`src/rtl/item_memory_fetcher_if.sv`:
```
// Address and hypervector valid/ready streams of the item memory fetcher.
// The DUT takes the slave view; the address source and consumer take master.
interface item_memory_fetcher_if #(
  parameter int unsigned HVDimension = 512,
  parameter int unsigned ImAddrWidth = 10
);

  logic [ImAddrWidth-1:0] addr_i;
  logic                   addr_valid_i;
  logic                   addr_ready_o;
  logic [HVDimension-1:0] hv_o;
  logic                   hv_valid_o;
  logic                   hv_last_o;
  logic                   hv_ready_i;

  modport master (
    output addr_i,
    output addr_valid_i,
    output hv_ready_i,
    input  addr_ready_o,
    input  hv_o,
    input  hv_valid_o,
    input  hv_last_o
  );

  modport slave (
    input  addr_i,
    input  addr_valid_i,
    input  hv_ready_i,
    output addr_ready_o,
    output hv_o,
    output hv_valid_o,
    output hv_last_o
  );

endinterface

```
`src/rtl/item_memory_fetcher.sv`:
```
// Item memory fetcher: address in, 1-cycle memory read, 2-entry hv buffer out.
// Define ITEM_MEM_FETCH_PERF_EN to build the saturating perf counters.
module item_memory_fetcher #(
  parameter  int unsigned HVDimension  = 512,
  parameter  int unsigned NumTotIm     = 1024,
  parameter  int unsigned CsrDataWidth = 32,
  localparam int unsigned ImAddrWidth  = $clog2(NumTotIm)
) (
  input  logic                    clk_i,
  input  logic                    rst_i,
  input  logic                    enable_i,
  input  logic                    clr_i,
  input  logic [CsrDataWidth-1:0] csr_elem_size_i,
  item_memory_fetcher_if.slave    bus,
  output logic                    im_rd_en_o,
  output logic [ImAddrWidth-1:0]  im_rd_addr_o,
  input  logic [HVDimension-1:0]  im_rd_data_i,
  output logic [31:0]             perf_fetch_cnt_o,
  output logic [31:0]             perf_stall_cnt_o
);

  typedef struct packed {
    logic                   last;
    logic [HVDimension-1:0] hv;
  } entry_t;

  entry_t      buf_q [2];
  logic        rd_ptr_q;
  logic        wr_ptr_q;
  logic [1:0]  occ_q;
  logic        infl_q;
  logic        infl_last_q;
  logic [31:0] elem_cnt_q;

  logic [31:0] size_eff;
  logic [1:0]  credit;
  logic        fire;
  logic        pop;
  logic        push;
  logic        tag_last;

  assign size_eff = (csr_elem_size_i == '0) ? 32'd1
                                            : 32'(csr_elem_size_i);
  assign tag_last = (elem_cnt_q == size_eff - 32'd1);

  assign pop    = bus.hv_valid_o & bus.hv_ready_i & ~clr_i;
  assign push   = infl_q & ~clr_i;
  assign credit = occ_q + {1'b0, infl_q};

  // A pop this cycle frees the slot the new read will land in two cycles on
  assign bus.addr_ready_o = ~rst_i & enable_i & ~clr_i &
                            ((credit < 2'd2) |
                             ((credit == 2'd2) & pop));

  assign fire         = bus.addr_valid_i & bus.addr_ready_o;
  assign im_rd_en_o   = fire;
  assign im_rd_addr_o = bus.addr_i;

  assign bus.hv_valid_o = (occ_q != 2'd0);
  assign bus.hv_o       = buf_q[rd_ptr_q].hv;
  assign bus.hv_last_o  = buf_q[rd_ptr_q].last;

  always_ff @(posedge clk_i or posedge rst_i) begin
    if (rst_i) begin
      buf_q[0]    <= '0;
      buf_q[1]    <= '0;
      rd_ptr_q    <= 1'b0;
      wr_ptr_q    <= 1'b0;
      occ_q       <= 2'd0;
      infl_q      <= 1'b0;
      infl_last_q <= 1'b0;
      elem_cnt_q  <= '0;
    end else if (clr_i) begin
      rd_ptr_q    <= 1'b0;
      wr_ptr_q    <= 1'b0;
      occ_q       <= 2'd0;
      infl_q      <= 1'b0;
      infl_last_q <= 1'b0;
      elem_cnt_q  <= '0;
    end else begin
      infl_q      <= fire;
      infl_last_q <= tag_last;
      if (push) begin
        buf_q[wr_ptr_q] <= '{last: infl_last_q, hv: im_rd_data_i};
        wr_ptr_q        <= ~wr_ptr_q;
      end
      if (pop) begin
        rd_ptr_q <= ~rd_ptr_q;
      end
      occ_q <= occ_q + 2'(push) - 2'(pop);
      if (!enable_i) begin
        elem_cnt_q <= '0;
      end else if (fire) begin
        elem_cnt_q <= tag_last ? '0 : elem_cnt_q + 32'd1;
      end
    end
  end

`ifdef ITEM_MEM_FETCH_PERF_EN
  logic [31:0] fetch_cnt_q;
  logic [31:0] stall_cnt_q;
  logic        stall;

  assign stall = bus.hv_valid_o & ~bus.hv_ready_i;

  always_ff @(posedge clk_i or posedge rst_i) begin
    if (rst_i) begin
      fetch_cnt_q <= '0;
      stall_cnt_q <= '0;
    end else if (clr_i) begin
      fetch_cnt_q <= '0;
      stall_cnt_q <= '0;
    end else begin
      if (fire && !(&fetch_cnt_q)) begin
        fetch_cnt_q <= fetch_cnt_q + 32'd1;
      end
      if (stall && !(&stall_cnt_q)) begin
        stall_cnt_q <= stall_cnt_q + 32'd1;
      end
    end
  end

  assign perf_fetch_cnt_o = fetch_cnt_q;
  assign perf_stall_cnt_o = stall_cnt_q;
`else
  assign perf_fetch_cnt_o = '0;
  assign perf_stall_cnt_o = '0;
`endif

endmodule
```
`src/flat_wrapper.sv`:
```
// flat-port wrapper written by rule: the top's interface ports become plain ports
module item_memory_fetcher_flat 
#(
  parameter  int unsigned HVDimension  = 512,
  parameter  int unsigned NumTotIm     = 1024,
  parameter  int unsigned CsrDataWidth = 32,
  localparam int unsigned ImAddrWidth  = $clog2(NumTotIm)
)
  (clk_i, rst_i, enable_i, clr_i, csr_elem_size_i, im_rd_en_o, im_rd_addr_o, im_rd_data_i, perf_fetch_cnt_o, perf_stall_cnt_o, bus_addr_i, bus_addr_valid_i, bus_hv_ready_i, bus_addr_ready_o, bus_hv_o, bus_hv_valid_o, bus_hv_last_o);
  item_memory_fetcher_if #(.HVDimension(HVDimension)) bus_i ();
  input  logic clk_i;
  input  logic rst_i;
  input  logic enable_i;
  input  logic clr_i;
  input  logic [CsrDataWidth-1:0] csr_elem_size_i;
  output logic im_rd_en_o;
  output logic [ImAddrWidth-1:0] im_rd_addr_o;
  input  logic [HVDimension-1:0] im_rd_data_i;
  output logic [31:0] perf_fetch_cnt_o;
  output logic [31:0] perf_stall_cnt_o;
  input wire logic [$bits(bus_i.addr_i)-1:0] bus_addr_i;
  input wire logic [$bits(bus_i.addr_valid_i)-1:0] bus_addr_valid_i;
  input wire logic [$bits(bus_i.hv_ready_i)-1:0] bus_hv_ready_i;
  output wire logic [$bits(bus_i.addr_ready_o)-1:0] bus_addr_ready_o;
  output wire logic [$bits(bus_i.hv_o)-1:0] bus_hv_o;
  output wire logic [$bits(bus_i.hv_valid_o)-1:0] bus_hv_valid_o;
  output wire logic [$bits(bus_i.hv_last_o)-1:0] bus_hv_last_o;
  assign bus_i.addr_i = bus_addr_i;
  assign bus_i.addr_valid_i = bus_addr_valid_i;
  assign bus_i.hv_ready_i = bus_hv_ready_i;
  assign bus_addr_ready_o = bus_i.addr_ready_o;
  assign bus_hv_o = bus_i.hv_o;
  assign bus_hv_valid_o = bus_i.hv_valid_o;
  assign bus_hv_last_o = bus_i.hv_last_o;
  item_memory_fetcher #(.HVDimension(HVDimension), .NumTotIm(NumTotIm), .CsrDataWidth(CsrDataWidth)) u_core (.clk_i(clk_i), .rst_i(rst_i), .enable_i(enable_i), .clr_i(clr_i), .csr_elem_size_i(csr_elem_size_i), .bus(bus_i), .im_rd_en_o(im_rd_en_o), .im_rd_addr_o(im_rd_addr_o), .im_rd_data_i(im_rd_data_i), .perf_fetch_cnt_o(perf_fetch_cnt_o), .perf_stall_cnt_o(perf_stall_cnt_o));
endmodule
```
`config.mk`:
```
export PLATFORM = sky130hd
export DESIGN_NAME = item_memory_fetcher_flat
export DESIGN_NICKNAME = d
export VERILOG_FILES = /design/src/rtl/item_memory_fetcher_if.sv /design/src/rtl/item_memory_fetcher.sv /design/src/flat_wrapper.sv
export SDC_FILE = /design/constraint.sdc
export NUM_CORES = 2
export LEC_CHECK = 0
export CORE_AREA = 2 2 442 444
export DETAILED_ROUTE_END_ITERATION = 10
export DIE_AREA = 0 0 444 446
export GPL_ROUTABILITY_DRIVEN = 0
export HOLD_SLACK_MARGIN = 0.06
export MAX_ROUTING_LAYER = met4
export PLACE_DENSITY = 0.48
export SLEW_MARGIN = 20
export SYNTH_ARGS = -nofsm -noshare
export SYNTH_HDL_FRONTEND = slang
export SYNTH_SLANG_ARGS = --single-unit
```
`constraint.sdc`:
```
create_clock -name clk_i -period 42.7 [get_ports clk_i]
set_clock_uncertainty 0.05 [all_clocks]
set_input_delay 6.405 -clock clk_i [delete_from_list [all_inputs] [get_ports clk_i]]
set_output_delay 6.405 -clock clk_i [all_outputs]
set_load 0.05 [all_outputs]
```
==> results.md <==
- Gr busiest metal: met2
- Grt total ovfl: 0
- I/O pin count: 1,150
- Row count: 162
- Dpl cell area: 61,000 um2
- Final #Nets: 4,869
- Reg power frac: 34.2%
- Routed vias: 30,597
- Tightest Pin Transition: 1.10 ns
- CP Launch Type: input pin
- Grt met1 use: 18.2%
- Vias in the first global route: 32,892
- Final Hold Fails: 0
- Share of layout cells above drive strength 1: 40.5%
- Status: finished, final reports clean
- Post-synth EDFFs: 0
- Area grow syn2layout: 36.8%
- Flops & latches, synth: 1,064
- Min-Delay Path Class: reg2reg
- Flop2flop setup slack: 38.15 ns
- Unrepaired setup endpoints after global routing: false
- Post-CTS sizing: 0
- Worst setup EP type: output pin
- Max-slew headroom: 26.4%
- Dpl hpwl: 112,000 um
- CTS Buf Count: 137
- First-pass detailed-route iteration total: 5
- P_int: 2.31 mW
- Worst hold path depth: 1
- Commonest non-fill, non-tap cell in the layout: mux2_2
- Largest net degree at the start of global routing: 175
- Iteration-0 DRC count of the detailed router: 1,173
- Avg WL per Cell: 22.9 um
- Maximum fanout along the worst path: 11
- Number of max-cap violations: 0
- Mapped cell area: 47,800 um2
- Clock sink count: 1,064
- # DRC: 0
- Synth warnings: 0
- Hold Path End: u_core.buf_q[5]
- Post-Syn Instances: 3,275
- Setup bufs post-CTS: 0
- CP arrival: 8.85 ns
- Leak Pwr: 28.5 nW
- Min-delay src: u_core.buf_q[5]
- GRT Util Overall: 16.2%
- Root Driver: clkbuf_16
- Clock share of power: 31.4%
- Cts hold-fix bufs: 0
- H-tree Lvls: 4
- GR Util met3: 5.23%
- PortBufs: 1,065
- Mapped Avg Cell Area: 14.6 um2
- WS Path Type: in2out
- Distinct cell type count after synthesis: 67
- R2R Path End: u_core.buf_q[893]
- FFs w/ async S/R, synth: 100%
- Reg2Reg Depth: 6
- Longest Clk Path Bufs: 3
- Period Utilization, post-route: 35.8%
- Net Switching: 1.30 mW
- Gate power share: 34.4%
- CTS tree: yes
- Sequential share of the synthesized area: 55.7%
- Slew Viols, Final: 0
- Worst-Skew Late Latency: 0.77 ns
- Min cycle time layout: 15.31 ns
- First-pass GRT wire length: 231,000 um
- Prevailing post-synth register cell: dfrtp_1
- Sw Share: 36.0%
- Post-route design area: 65,400 um2
- TNS Setup: 0 ns
- Worst reg2reg startpoint: u_core.infl_q
- Maximum vdd drop: 34.7 uV
- Initial antenna violation count: 34
- Dpl ws: 27.38 ns
- Post-synth top area share: 55.7%
- Total Routed Length: 160,000 um
- Core area: 194,000 um2
- Post-DR vias/cell: 4.39
- Layout fillers: 19,055
- Total chip power: 3.61 mW
- Met2 usage: 27.5%
- Initial Util: 24.7%
- FMAX: 0.0653 GHz
- Final hold slack: 0.447 ns
- Die X: 444 um
- Final Setup Violations: 0
- DIE AREA: 198,000 um2
- CP Data Required Time: 36.24 ns
- Reg clk slew, reported paths: 0.05 ns
- Top cells by area, synth: dfrtp_1, mux2_2, clkbuf_1, buf_4, xnor2_1
- Most frequent cells in the layout: mux2_2, clkdlybuf4s50_1, dfrtp_1
- Cell accounting for the most synthesized area: dfrtp_1
- Post-DRT Antenna Nets: 0
- Die height: 446 um
- Power per cell area: 55.1 nW/um2
- Worst Setup Slack, final: 27.39 ns
[routing by layer]
metal	part of all wire [%]	vias up	routed length, um
met4	2.2	0	3540
met5	0	-	0
li1	-	13794	-
met1	40	15858	64100
met2	51	746	81600
met3	6.6	199	10500
[cell families (layout without fill, tap and decap cells)]
kind of cell	after synthesis	after routing	share of synthesized area (%)
AO/OA/AOI/OAI	71	71	1.10
XOR/XNOR	39	39	0.714
adder cells (fa/ha/maj)	5	5	0.131
buffers and inverters	289	1347	2.91
flip-flops	1064	1064	55.7
multiplexers	1551	1551	36.5
other	1	96	0.00784
AND/OR/NAND/NOR	255	255	2.98
[stage by stage]
stage	utilization (%)	cells
after global routing	33.8	6967
after detailed placement	31.5	6706
final	33.8	6970
after global placement	31.5	6706
after floorplan	-	3338
after CTS	33.7	6937
[worst max path at each step]
stage          start              end  slack (ns)
2_1_floorplan  rst_i  u_core.buf_q[0]        6.29
3_3_place_gp   clr_i       im_rd_en_o       27.33
3_5_place_dp   clr_i       im_rd_en_o       27.38
4_1_cts        clr_i       im_rd_en_o       27.37
5_1_grt        clr_i       im_rd_en_o       27.20
6_report       clr_i       im_rd_en_o       27.39
[cell usage after synthesis, types with 15 or more instances]
| cell | instances |
|---|---|
| a31oi_1 | 15 |
| buf_4 | 75 |
| clkbuf_1 | 186 |
| dfrtp_1 | 1064 |
| inv_1 | 16 |
| mux2_2 | 1539 |
| nand2_1 | 50 |
| nand3_1 | 36 |
| nand4_1 | 26 |
| nor2_1 | 36 |
| nor4_1 | 15 |
| xnor2_1 | 22 |
| xor2_1 | 17 |
[worst max-delay path: stages]
cell	delay (ns)
clkdlybuf4s50_1	0.64
nor3_1	0.27
nor2_1	0.07
nor4b_1	0.43
and2_1	0.23
clkdlybuf4s50_1	0.81
[flip-flops by register name, summed over array words and instances (netlist names)]
| name | count |
|---|---|
| u_core.occ_q | 2 |
| u_core.buf_q | 1026 |
| u_core.infl_last_q | 1 |
| u_core.rd_ptr_q | 1 |
| u_core.elem_cnt_q | 32 |
| u_core.wr_ptr_q | 1 |
| u_core.infl_q | 1 |
[power groups by stage]
stage / combinational (mW) / clock, mW / sequential (mW)
2_1_floorplan: 0.821 / 0 / 1.23
3_3_place_gp: 1.25 / 0 / 1.24
3_5_place_dp: 1.25 / 0 / 1.25
4_1_cts: 1.26 / 1.18 / 1.23
5_1_grt: 1.29 / 1.22 / 1.25
6_report: 1.24 / 1.13 / 1.23
[final cells by class]
type | instances | area [um2] | share of cell area (%)
clock inverters | 29 | 420 | 0.643
diodes | 32 | 80.1 | 0.122
repair buffers | 1100 | 11000 | 16.9
well taps | 2542 | 3180 | 4.86
clock buffers | 202 | 3920 | 5.99
inverters | 16 | 67.6 | 0.103
multi-input cells | 1985 | 20100 | 30.7
flip-flops and latches | 1064 | 26600 | 40.7
No activity file was read; power rests on OpenSTA's default activity.
